$ cat src/rtl/gpu_draw_engine.sv
// gpu_draw_engine: executes PLOT / HSPAN / CLEAR commands as palette-index writes into the framebuffer port.
// Define GPU_CLIP_EN to drop off-screen PLOT/HSPAN and truncate spans at the right edge; otherwise addresses wrap linearly.
module gpu_draw_engine #(
  parameter int H_RES   = 640,
  parameter int V_RES   = 480,
  parameter int PIXEL_W = 8,
  parameter int ADDR_W  = 19
) (
  input  logic               s_axi_aclk,
  input  logic               s_axi_aresetn,
  input  logic [31:0]        cp_x_i,
  input  logic [31:0]        cp_y_i,
  input  logic [31:0]        index_i,
  input  logic [31:0]        cmd_i,
  output logic               fb_en_o,
  output logic               fb_we_o,
  output logic [ADDR_W-1:0]  fb_addr_o,
  output logic [PIXEL_W-1:0] fb_din_o,
  output logic               busy_o,
  output logic [1:0]         err_o,
  output logic [15:0]        cmd_count_o
);
  localparam int CW = ADDR_W + 1;
  typedef enum logic [1:0] {IDLE, CALC, RUN} state_t;
  state_t state_q, state_d;
  logic seq_q, seq_d, pend_q, pend_d, we_q, we_d;
  logic [15:0] px_q, px_d, py_q, py_d, plen_q, plen_d;
  logic [15:0] wx_q, wx_d, wy_q, wy_d, wlen_q, wlen_d, cnt_q, cnt_d;
  logic [2:0] pop_q, pop_d, wop_q, wop_d;
  logic [PIXEL_W-1:0] pidx_q, pidx_d, widx_q, widx_d, din_q, din_d;
  logic [ADDR_W-1:0] addr_q, addr_d;
  logic [CW-1:0] rem_q, rem_d;
  logic [1:0] err_q, err_d;
  logic tog, calc_err;
  logic [ADDR_W-1:0] base;
  logic [CW-1:0] ncnt, wcnt;
  assign tog  = cmd_i[31] ^ seq_q;
  assign base = (wop_q == 3'd3) ? '0 : ADDR_W'(wy_q) * ADDR_W'(H_RES) + ADDR_W'(wx_q);
  assign ncnt = (wop_q == 3'd1) ? CW'(1) :
                (wop_q == 3'd2) ? CW'(wlen_q) :
                (wop_q == 3'd3) ? CW'(H_RES * V_RES) : '0;
`ifdef GPU_CLIP_EN
  localparam logic [16:0] HR = 17'(H_RES);
  localparam logic [16:0] VR = 17'(V_RES);
  logic oob, trunc;
  logic [16:0] room;
  assign oob      = (wop_q == 3'd1 || wop_q == 3'd2) && ({1'b0, wx_q} >= HR || {1'b0, wy_q} >= VR);
  assign room     = HR - {1'b0, wx_q};
  assign trunc    = (wop_q == 3'd2) && !oob && ({1'b0, wlen_q} > room);
  assign wcnt     = oob ? '0 : trunc ? CW'(room) : ncnt;
  assign calc_err = wop_q[2] | oob | trunc;
`else
  assign wcnt     = ncnt;
  assign calc_err = wop_q[2];
`endif
  always_comb begin
    state_d = state_q;
    seq_d   = cmd_i[31];
    pend_d  = pend_q;
    px_d    = px_q;
    py_d    = py_q;
    plen_d  = plen_q;
    pop_d   = pop_q;
    pidx_d  = pidx_q;
    wx_d    = wx_q;
    wy_d    = wy_q;
    wlen_d  = wlen_q;
    wop_d   = wop_q;
    widx_d  = widx_q;
    we_d    = we_q;
    addr_d  = addr_q;
    din_d   = din_q;
    rem_d   = rem_q;
    err_d   = err_q;
    cnt_d   = cnt_q;
    if (tog && pend_q) err_d[0] = 1'b1;
    else if (tog) begin
      pend_d = 1'b1;
      px_d   = cp_x_i[15:0];
      py_d   = cp_y_i[15:0];
      pidx_d = index_i[PIXEL_W-1:0];
      pop_d  = cmd_i[30:28];
      plen_d = cmd_i[15:0];
    end
    case (state_q)
      IDLE: if (pend_q) begin
        pend_d  = 1'b0;
        wx_d    = px_q;
        wy_d    = py_q;
        widx_d  = pidx_q;
        wop_d   = pop_q;
        wlen_d  = plen_q;
        state_d = CALC;
      end
      CALC: begin
        err_d[1] = err_q[1] | calc_err;
        if (wcnt == '0) begin
          state_d = IDLE;
          cnt_d   = cnt_q + 16'd1;
        end else begin
          state_d = RUN;
          we_d    = 1'b1;
          addr_d  = base;
          din_d   = widx_q;
          rem_d   = wcnt;
        end
      end
      default: if (rem_q == CW'(1)) begin
        state_d = IDLE;
        we_d    = 1'b0;
        cnt_d   = cnt_q + 16'd1;
      end else begin
        addr_d = addr_q + ADDR_W'(1);
        rem_d  = rem_q - CW'(1);
      end
    endcase
  end
  always_ff @(posedge s_axi_aclk or negedge s_axi_aresetn)
    if (!s_axi_aresetn) begin
      state_q <= IDLE;
      seq_q   <= 1'b0;
      pend_q  <= 1'b0;
      px_q    <= '0;
      py_q    <= '0;
      plen_q  <= '0;
      pop_q   <= '0;
      pidx_q  <= '0;
      wx_q    <= '0;
      wy_q    <= '0;
      wlen_q  <= '0;
      wop_q   <= '0;
      widx_q  <= '0;
      we_q    <= 1'b0;
      addr_q  <= '0;
      din_q   <= '0;
      rem_q   <= '0;
      err_q   <= '0;
      cnt_q   <= '0;
    end else begin
      state_q <= state_d;
      seq_q   <= seq_d;
      pend_q  <= pend_d;
      px_q    <= px_d;
      py_q    <= py_d;
      plen_q  <= plen_d;
      pop_q   <= pop_d;
      pidx_q  <= pidx_d;
      wx_q    <= wx_d;
      wy_q    <= wy_d;
      wlen_q  <= wlen_d;
      wop_q   <= wop_d;
      widx_q  <= widx_d;
      we_q    <= we_d;
      addr_q  <= addr_d;
      din_q   <= din_d;
      rem_q   <= rem_d;
      err_q   <= err_d;
      cnt_q   <= cnt_d;
    end
  assign fb_en_o     = we_q;
  assign fb_we_o     = we_q;
  assign fb_addr_o   = addr_q;
  assign fb_din_o    = din_q;
  assign busy_o      = pend_q | (state_q != IDLE);
  assign err_o       = err_q;
  assign cmd_count_o = cnt_q;
endmodule

$ cat config.mk
export PLATFORM = sky130hd
export DESIGN_NAME = gpu_draw_engine
export DESIGN_NICKNAME = d
export VERILOG_FILES = /design/src/rtl/gpu_draw_engine.sv
export SDC_FILE = /design/constraint.sdc
export NUM_CORES = 1
export LEC_CHECK = 0
export CAP_MARGIN = 25
export CORE_UTILIZATION = 52
export CTS_BUF_LIST = sky130_fd_sc_hd__clkbuf_16
export DETAILED_ROUTE_END_ITERATION = 8
export GPL_ROUTABILITY_DRIVEN = 0
export PLACE_DENSITY = 0.8
export SETUP_SLACK_MARGIN = 0.5
export SLEW_MARGIN = 30
export SYNTH_ARGS = -nofsm -noshare
export SYNTH_HDL_FRONTEND = slang
export SYNTH_SLANG_ARGS = --single-unit
$ cat constraint.sdc
create_clock -name s_axi_aclk -period 3.95 [get_ports s_axi_aclk]
set_clock_uncertainty 0.05 [all_clocks]
set_input_delay 0.5925 -clock s_axi_aclk [delete_from_list [all_inputs] [get_ports s_axi_aclk]]
set_output_delay 0.5925 -clock s_axi_aclk [all_outputs]
set_load 0.1 [all_outputs]
==> qor.txt <==
dpl cell area -> 9900 µm²
Die W -> 131 µm
number of fill cells -> 1229
met1 Use GR -> 31.2%
Reg clk slew, reported paths -> 0.06 ns
WL final -> 17900 µm
Post-synth EDFFs -> 0
Worst EP required -> 4.22 ns
GRT Util Overall -> 22.8%
count of different cell masters after synthesis -> 51
Max Cap Viol -> 0
Finished Cell Area -> 10500 µm²
Final period util -> 83.5%
Num Clock Sinks -> 180
commonest non-fill, non-tap cells in the layout -> dfrtp_1 (179), mux2_2 (120), clkdlybuf4s50_1 (103)
layout cell share with drive strength beyond 1 -> 20.4%
Cell Area, Synth -> 8610 µm²
setup violators final -> 0
Hold Path Class -> in -> async
multi-input logic area -> 3960 µm²
CTS tree -> done
met3 Use GR -> 5.82%
synthesized area per cell -> 11.5 µm²
most common cell after layout, fill and taps aside -> dfrtp_1
P&R area growth vs syn -> 21.9%
Core Util, Final -> 65.6%
Main synth FF type -> dfrtp_1
cts bufs inserted -> 17
Remaining DRCs -> 0
Async SR Flop Fraction -> 100%
starting density of the core -> 53.8%
busiest grt layer -> met2
final slew viol count -> 0
fin cells -> 1074
Least-Margin Pin Slew -> 1.03 ns
CP max FO -> 4
Vias/cell -> 5.69
hold_buf cts -> 0
detailed-router iteration count before antenna repair -> 7
total number of vias -> 6110
Final Hold Vio Count -> 0
Syn Nets -> 909
setup_tns -> 0 ns
I/O pins -> 178
dpl hpwl -> 12400 µm
die height -> 131 µm
Wirelength per Cell -> 16.7 µm
first-pass GRT wire length -> 29800 µm
Max Clock Freq -> 303 MHz
Post-Synthesis Cells -> 746
Setup CP Type -> reg -> reg
crit path capture type -> flop
row count -> 46
crit path DAT -> 3.56 ns
fin nets -> 1012
Slew HR -> 31.4%
register bit total from synthesis -> 180
clk buf depth -> 2
R2R Path Start -> wy_q[1]$_DFFE_PN0P_
Yosys warning total -> 0
initial antenna violation count -> 1
Reg area -> 4510 µm²
CTS root buf -> clkbuf_16
placed cell count -> 1043
Buffers on Ports -> 105
critical path launch point type -> flop
clock latency on the worst-skew pair -> 0.43 ns
Routed Antenna Nets -> 0
Tmin final -> 3.30 ns
vias in the first global route -> 5990
Iter 0 DRT Violations -> 419
H-tree Lvls -> 4
grt met2 use -> 34.9%
largest net degree at the start of global routing -> 85
Die ar. -> 17100 µm²
RSZ-0062 raised after global routing -> false
post-synthesis sequential area ratio -> 52.3%
Core ar. -> 16000 µm²
n_diodes -> 0
run status -> finished, final reports clean
CP startpoint -> wy_q[1]$_DFFE_PN0P_
remaining global-route overflow -> 0
-- kinds of logic after synthesis --
| logic type | share of synthesized area (%) |
|---|---|
| mux | 16.0 |
| buf+inv | 1.89 |
| simple gates | 10.1 |
| fa+ha+maj | 4.97 |
| compound gates | 11.0 |
| flops | 52.3 |
| xor+xnor | 3.76 |
-- worst paths after layout --
kind | end | slack, ns | depth (start not counted)
setup / recovery | fb_addr_o[18]$_DFFE_PN0P_ | 0.65 | 12
hold / removal | cmd_count_o[3]$_DFFE_PN0P_ | 0.13 | 1
setup reg to reg | fb_addr_o[18]$_DFFE_PN0P_ | 0.65 | 12
hold reg to reg | err_o[1]$_DFFE_PN0P_ | 0.41 | 1
max in group asynchronous | px_q[11]$_DFFE_PN0P_ | 2.79 | 2
min in group s_axi_aclk | err_o[1]$_DFFE_PN0P_ | 0.41 | 1
-- area by class of cell --
| type | count | share of cell area, % |
|---|---|---|
| Sequential cell | 180 | 42.9 |
| Clock inverter | 11 | 1.34 |
| Inverter | 9 | 0.322 |
| Clock buffer | 17 | 4.05 |
| Multi-Input combinational cell | 525 | 37.8 |
| Tap cell | 216 | 2.58 |
| Timing Repair Buffer | 116 | 11.0 |
-- cells in the mapped netlist (2+ instances only) --
cell type / instances / area share, %
o32a_1: 2 / 0.23
inv_1: 8 / 0.35
a32oi_1: 2 / 0.20
a221oi_1: 2 / 0.20
o21bai_1: 4 / 0.35
a22oi_1: 13 / 1.1
or4_4: 3 / 0.39
nand3_1: 10 / 0.58
nor2_1: 62 / 2.7
a211oi_1: 2 / 0.17
a31o_2: 2 / 0.20
or2_2: 2 / 0.15
and3_1: 12 / 0.87
nor4_1: 11 / 0.80
buf_1: 4 / 0.17
buf_4: 2 / 0.17
a21oi_1: 36 / 2.1
or3_1: 3 / 0.22
o21ai_0: 59 / 3.4
xnor2_1: 27 / 2.7
o211ai_1: 2 / 0.17
nand4_1: 9 / 0.65
nand2_1: 35 / 1.5
nor2b_1: 5 / 0.36
nor3_1: 15 / 0.87
fa_1: 2 / 0.46
ha_1: 31 / 4.5
and4_1: 2 / 0.20
o22a_1: 4 / 0.41
and2_1: 5 / 0.36
a21o_1: 8 / 0.70
mux2_2: 120 / 16
clkbuf_1: 25 / 1.1
a31oi_1: 9 / 0.65
dfrtp_1: 180 / 52
o22ai_1: 2 / 0.15
o21a_1: 3 / 0.26
xor2_1: 10 / 1.0
-- registers in the layout, indices dropped and copies added, names as in the netlist --
signal,count
wlen_q,16
fb_addr_o,19
py_q,12
state_q,2
pend_q,1
wy_q,12
fb_din_o,8
fb_en_o,1
wx_q,16
pidx_q,8
rem_q,20
wop_q,3
widx_q,8
px_q,16
cmd_count_o,16
seq_q,1
pop_q,3
plen_q,16
err_o,2
-- routing by layer --
layer	vias to the layer above	wire length [µm]
met4	2	399
met5	-	13
met2	172	8180
li1	2915	-
met1	2987	8340
met3	34	978
-- metrics by stage --
stage          worst slack (ns)  hold WS, ns
6_report                  0.654        0.133
5_1_grt                   0.512        0.202
4_1_cts                   0.612        0.182
3_5_place_dp              0.623        0.405
3_3_place_gp              0.654        0.390
2_1_floorplan             0.855        0.247
-- worst max-delay path: stages, from the launching register on --
cell and delay [ns]:
dfrtp_2 0.42, ha_1 0.30, ha_1 0.24, fa_1 0.40, xor2_1 0.16, ha_1 0.34, nand2_1 0.06, or3_1 0.33
a32o_1 0.30, nor2_1 0.09, nand2_1 0.07, xnor2_1 0.18, a31o_2 0.26
-- what timing repair did --
item,in CTS,in global routing
gates resized for setup,0,3
endpoints found under the setup margin,0,2
setup buffers,0,3
Power is left out: the tool's default activity adds up to more than one toggle a clock period on the data nets, which glitch-free logic cannot reach.
